$ cat src/rtl/ram_stream_reader.sv
// ram_stream_reader: read-side master for a synchronous one-port RAM with a
// one-cycle registered read. On start it reads len words upward from
// base_addr and streams them on a valid/ready port. A 2-entry output buffer
// hides the RAM latency and the downstream backpressure.
module ram_stream_reader #(
  parameter int DATA_WIDTH = 8,
  parameter int ADDR_WIDTH = 10
) (
  input  logic                  clk,
  input  logic                  reset_n,
  input  logic                  start,
  input  logic [ADDR_WIDTH-1:0] base_addr,
  input  logic [ADDR_WIDTH:0]   len,
  output logic                  busy,
  output logic                  done,
  output logic                  ram_we,
  output logic [ADDR_WIDTH-1:0] ram_addr,
  output logic [DATA_WIDTH-1:0] ram_din,
  input  logic [DATA_WIDTH-1:0] ram_dout,
  output logic [DATA_WIDTH-1:0] m_data,
  output logic                  m_valid,
  input  logic                  m_ready,
  output logic                  m_last
);

  typedef enum logic [1:0] {
    S_IDLE,
    S_RUN,
    S_DRAIN,
    S_DONE
  } state_t;

  localparam logic [ADDR_WIDTH:0] CNT_ONE = (ADDR_WIDTH+1)'(1);

  state_t                state_q,    state_d;
  logic                  warm_q,     warm_d;      // first RUN cycle: address settling, no issue
  logic [ADDR_WIDTH-1:0] ram_addr_q, ram_addr_d;
  logic [ADDR_WIDTH:0]   remain_q,   remain_d;    // reads still to issue
  logic [ADDR_WIDTH:0]   left_q,     left_d;      // beats still to hand out
  logic                  pending_q,  pending_d;   // a read is in flight
  logic [1:0]            count_q,    count_d;     // buffer occupancy
  logic [DATA_WIDTH-1:0] buf0_q,     buf0_d;      // buffer head
  logic [DATA_WIDTH-1:0] buf1_q,     buf1_d;

  logic       pop;
  logic       push;
  logic       issue;
  logic [2:0] occ_after_pop;

  assign m_valid       = (count_q != 2'd0);
  assign m_data        = buf0_q;
  assign m_last        = m_valid && (left_q == CNT_ONE);
  assign pop           = m_valid && m_ready;
  assign push          = pending_q;
  assign occ_after_pop = {1'b0, count_q} + {2'b00, pending_q} - {2'b00, pop};
  // A read is issued only if the word it returns is guaranteed a buffer slot.
  assign issue         = (state_q == S_RUN) && !warm_q && (remain_q != '0) &&
                         (occ_after_pop < 3'd2);

  assign busy     = (state_q == S_RUN) || (state_q == S_DRAIN);
  assign done     = (state_q == S_DONE);
  assign ram_addr = ram_addr_q;
  assign ram_we   = 1'b0;
  assign ram_din  = '0;

  // Transfer control: capture parameters on start, walk the address, count beats.
  always_comb begin
    // NOTE: every signal gets a default before any branch so no latch is inferred.
    state_d    = state_q;
    warm_d     = 1'b0;
    ram_addr_d = ram_addr_q;
    remain_d   = remain_q;
    left_d     = left_q;
    pending_d  = issue;

    if (issue) begin
      ram_addr_d = ram_addr_q + 1'b1;
      remain_d   = remain_q - CNT_ONE;
    end
    if (pop) begin
      left_d = left_q - CNT_ONE;
    end

    unique case (state_q)
      S_IDLE: begin
        if (start) begin
          ram_addr_d = base_addr;
          remain_d   = len;
          left_d     = len;
          warm_d     = 1'b1;
          state_d    = (len == '0) ? S_DONE : S_RUN;
        end
      end
      S_RUN: begin
        if (issue && (remain_q == CNT_ONE)) begin
          state_d = S_DRAIN;
        end
      end
      S_DRAIN: begin
        if (pop && (left_q == CNT_ONE)) begin
          state_d = S_DONE;
        end
      end
      S_DONE: begin
        state_d = S_IDLE;
      end
      default: state_d = S_IDLE;
    endcase
  end

  // Output buffer: push returning RAM words behind the head, pop on handshake.
  always_comb begin
    count_d = count_q;
    buf0_d  = buf0_q;
    buf1_d  = buf1_q;
    unique case ({push, pop})
      2'b10: begin
        if (count_q == 2'd0) buf0_d = ram_dout;
        else                 buf1_d = ram_dout;
        count_d = count_q + 2'd1;
      end
      2'b01: begin
        buf0_d  = buf1_q;
        count_d = count_q - 2'd1;
      end
      2'b11: begin
        if (count_q == 2'd1) begin
          buf0_d = ram_dout;
        end else begin
          buf0_d = buf1_q;
          buf1_d = ram_dout;
        end
      end
      default: ;
    endcase
  end

  // State and datapath registers.
  always_ff @(posedge clk or negedge reset_n) begin
    // NOTE: the two buffer words are reset as well: they drive m_data, which
    // must read 0 out of reset, and two flops cost nothing to clear.
    if (!reset_n) begin
      state_q    <= S_IDLE;
      warm_q     <= 1'b0;
      ram_addr_q <= '0;
      remain_q   <= '0;
      left_q     <= '0;
      pending_q  <= 1'b0;
      count_q    <= 2'd0;
      buf0_q     <= '0;
      buf1_q     <= '0;
    end else begin
      // NOTE: non-blocking assignments so every register samples pre-edge values.
      state_q    <= state_d;
      warm_q     <= warm_d;
      ram_addr_q <= ram_addr_d;
      remain_q   <= remain_d;
      left_q     <= left_d;
      pending_q  <= pending_d;
      count_q    <= count_d;
      buf0_q     <= buf0_d;
      buf1_q     <= buf1_d;
    end
  end

endmodule

$ cat config.mk
export PLATFORM = sky130hd
export DESIGN_NAME = ram_stream_reader
export DESIGN_NICKNAME = d
export VERILOG_FILES = /design/src/rtl/ram_stream_reader.sv
export SDC_FILE = /design/constraint.sdc
export NUM_CORES = 1
export LEC_CHECK = 0
export ABC_CLOCK_PERIOD_IN_PS = 3100
export BUFFER_PORTS_ARGS = -buffer_cell sky130_fd_sc_hd__buf_2
export CAP_MARGIN = 0
export CELL_PAD_IN_SITES_DETAIL_PLACEMENT = 1
export CELL_PAD_IN_SITES_GLOBAL_PLACEMENT = 1
export CORE_ASPECT_RATIO = 1.2
export CORE_MARGIN = 4
export CORE_UTILIZATION = 37
export DETAILED_ROUTE_END_ITERATION = 7
export PLACE_DENSITY = 0.76
export SYNTH_ARGS = -nofsm -noshare
export SYNTH_HDL_FRONTEND = slang
export SYNTH_SLANG_ARGS = --single-unit
$ cat constraint.sdc
create_clock -name clk -period 3.1 [get_ports clk]
set_clock_uncertainty 0.05 [all_clocks]
set_input_delay 0.62 -clock clk [delete_from_list [all_inputs] [get_ports clk]]
set_output_delay 0.62 -clock clk [all_outputs]
set_load 0.02 [all_outputs]
==> metrics.cfg <==
[run_status]
status=finished, final reports clean

[yosys]
synthXorXnorAreaFrac=0.07941
seq_area_frac_synth=0.4538
synthAdderAreaFrac=0.06555
synth_edf_count=0
synth_top_family_by_area=simple AND/OR/NAND/NOR gates
synth_seq_cells=54
synthMuxAreaShare=0.04370
synthesis.area_um2=2978
syn_area_per_cell_um2=9.544
synth-simple-area-share=0.1836
synthCells=312
yosys_warnings=0
ys.flop_type=dfrtp_1
synthArstFlopShare=1.000
synth_compound_area_frac=0.1206
yosys.cell_types.count=44

[floorplanning]
start_util=0.3842
io_pins=64
die-area_um2=9554
core_um2=7751
fp.dieW_um=89.90
die_h_um=106.3
rows=35

[route]
wl_um=7538
vias=2492
wl_per_cell_um=16.21
via_per_inst=5.359
drt.antenna.violating_nets=0
drt-pass1-iter-count=4
drc=0
drtIter0Drc=80

[placement]
io_buffers=54
place.gp.congestion=0.7753
dp_cells=457
place_area_um2=3369
dp_hpwl_um=5790

[timing]
fin_crit_ns=2.922
fmax_mhz=342.3
timing.hold.ws_ns=0.2321
worstMarginPinSlew_ns=0.6306
final_max_slew_viol_count=0
rsz0062_at_grt=false
relSlewSlack=0.5781
finalSetupViolations=0
timing.final.crit_share=0.9425
hold_viol=0
tns_ns=0

[global_routing]
grt_max_degree=35
grtUsageTotal=0.1637
grt_pass1_vias=2679
grt_overflow=0
antenna_found_initial=0
grt_pass1_wl_um=12850

[worst_setup_path]
cp_top_family=simple AND/OR/NAND/NOR gates
required_ns=3.30
crit_top_cell=inv_1
critPathSlowestCell=fa_1
slowest_delay_ns=0.49
crit_chain=inv_1 -> ha_4 -> inv_2 -> nand2_1 -> inv_1 -> nor2_1 -> o21ai_0 -> fa_1 -> nor2b_2 -> nand3_2 -> or4_4 -> or3_1 -> a31oi_2
cp-end-kind=register
start_kind=register
path_buf_inv=3
worst-setup-path-type=reg2reg
crit_fanout=5
cp.arrival_ns=3.12

[cts]
htreeDepth=2
clock_path_buffers=2
cts_sinks=54
clkLatencyLatePin_ns=0.32
cts_buffers=5
cts_root_buffer=clkbuf_8
cts_tree=done
post_cts_buffers=0
clk_pin_slew_ns=0.11

[min_path]
hold_class=in2async

[finish]
diodes=0
areaGrowthSynthToFinish_pct=17.31
regArea_um2=1351
fin_nets=420
drive_gt1_frac=0.2466
nFillCells=945
final_area_um2=3493
stdcell_count=465
multi_input_area_um2=1535

[pwr]
power_leakage_uw=0.001514
p_per_area_nw_per_um2=1014
peakVddDrop_uv=419.7

[run]
maxCapViolCount=0

-- per-layer routing --
metal / share of wire / vias up / track usage
met3: 0.049 / 20 / 0.03680
li1: - / 1193 / -
met5: 0 / - / 0
met1: 0.42 / 1206 / 0.1842
met2: 0.50 / 73 / 0.2973
met4: 0.033 / 0 / 0.07002
-- power by group --
part / internal, uW / leakage [uW] / switching, uW
registers: 1050 / 0.000638 / 311
logic: 758 / 0.000825 / 981
clock network: 170 / 0.0000506 / 268
total: 1980 / 0.00151 / 1560
-- flip-flops by register name, summed over array words and instances (netlist names) --
signal     cells
remain_q      11
left_q        11
state_q        2
m_data         8
ram_addr      10
warm_q         1
pending_q      1
count_q        2
buf1_q         8
-- synthesized netlist by cell type, types with 2 or more instances --
master	instances	share of area
xnor2_1	23	0.068
or4_1	2	0.0050
nand2_1	34	0.043
a21oi_1	23	0.039
o21ai_1	5	0.0084
nor4_1	9	0.019
nor3_1	9	0.015
or3_1	3	0.0063
or2_1	2	0.0042
xor2_1	4	0.012
nor2_1	25	0.032
and3_1	2	0.0042
o311ai_1	2	0.0059
nand4_1	2	0.0042
mux2i_1	4	0.013
nor2b_1	3	0.0063
o21ai_0	16	0.027
clkbuf_1	9	0.011
inv_1	13	0.016
a31oi_1	4	0.0084
dfrtp_1	54	0.45
nand2b_1	2	0.0042
a22oi_1	8	0.020
mux2_2	8	0.030
ha_1	14	0.059
nand3_1	5	0.0084
buf_4	9	0.023
nor3b_1	2	0.0050
-- area by class of cell --
| cell class | count | area share |
|---|---|---|
| clock inverter | 3 | 0.008238 |
| multi-input combinational | 234 | 0.4395 |
| inverter | 13 | 0.01397 |
| timing repair buffer | 64 | 0.09885 |
| clock buffer | 5 | 0.01970 |
| tap | 92 | 0.03295 |
| sequential | 54 | 0.3868 |
-- metrics by stage --
| step | utilization | total power [uW] | setup WS [ns] |
|---|---|---|---|
| 2_1_floorplan | - | 2559 | 0.01890 |
| 3_3_place_gp | 0.4347 | 3001 | 0.1581 |
| 3_5_place_dp | 0.4347 | 3090 | 0.06871 |
| 4_1_cts | 0.4473 | 3546 | 0.08487 |
| 5_1_grt | 0.4507 | 3880 | 0.002237 |
| 6_report | 0.4507 | 3542 | 0.1782 |
-- cell usage in the layout (no fill, tap or decap), types with 2 or more instances in the layout --
| master | netlist | routed |
|---|---|---|
| a21oi_1 | 23 | 23 |
| a22oi_1 | 8 | 8 |
| a31oi_1 | 4 | 3 |
| and3_1 | 2 | 2 |
| buf_2 | 1 | 54 |
| buf_4 | 9 | 10 |
| clkbuf_8 | 0 | 5 |
| conb_1 | 1 | 9 |
| dfrtp_1 | 54 | 54 |
| ha_1 | 14 | 13 |
| inv_1 | 13 | 11 |
| inv_2 | 0 | 2 |
| mux2_2 | 8 | 8 |
| mux2i_1 | 4 | 4 |
| nand2_1 | 34 | 34 |
| nand2b_1 | 2 | 2 |
| nand3_1 | 5 | 4 |
| nand4_1 | 2 | 2 |
| nor2_1 | 25 | 25 |
| nor2b_1 | 3 | 2 |
| nor3_1 | 9 | 9 |
| nor3b_1 | 2 | 2 |
| nor4_1 | 9 | 9 |
| o21ai_0 | 16 | 16 |
| o21ai_1 | 5 | 5 |
| o311ai_1 | 2 | 2 |
| or2_1 | 2 | 2 |
| or3_1 | 3 | 3 |
| or4_1 | 2 | 2 |
| xnor2_1 | 23 | 22 |
| xor2_1 | 4 | 4 |
-- logic make-up after synthesis --
family | after synthesis
other cells | 1
buf+inv | 32
compound gates | 62
flops | 54
xor+xnor | 27
simple gates | 109
fa+ha+maj | 15
mux | 12
-- repair_timing --
item / in CTS / in global routing
setup endpoints to repair: 0 / 8
hold buffers: 0 / 0
resized for setup: 0 / 5
-- path summary, 6_finish.rpt --
| path | from | to | slack, ns | cells after the start |
|---|---|---|---|---|
| worst min register to register | m_data[1] | m_data[1] | 0.43 | 2 |
| worst max-delay path | count_q[0] | remain_q[8] | 0.18 | 13 |
| min in group clk | m_data[1] | m_data[1] | 0.43 | 2 |
| max in group asynchronous | reset_n | remain_q[1] | 2.12 | 2 |
| worst max register to register | count_q[0] | remain_q[8] | 0.18 | 13 |
| worst min-delay path | reset_n | m_data[0] | 0.23 | 1 |
-- worst register-to-register path, delay by kind of cell (launching register included) --
kind / cells / cell delay [ns]
and+or+nand+nor: 6 / 1.24
AOI/OAI and AO/OA: 2 / 0.27
adders and majority gates: 2 / 0.67
buffers and inverters: 3 / 0.23
DFF: 1 / 0.39
Note: power is estimated with default switching activity, not from simulation.
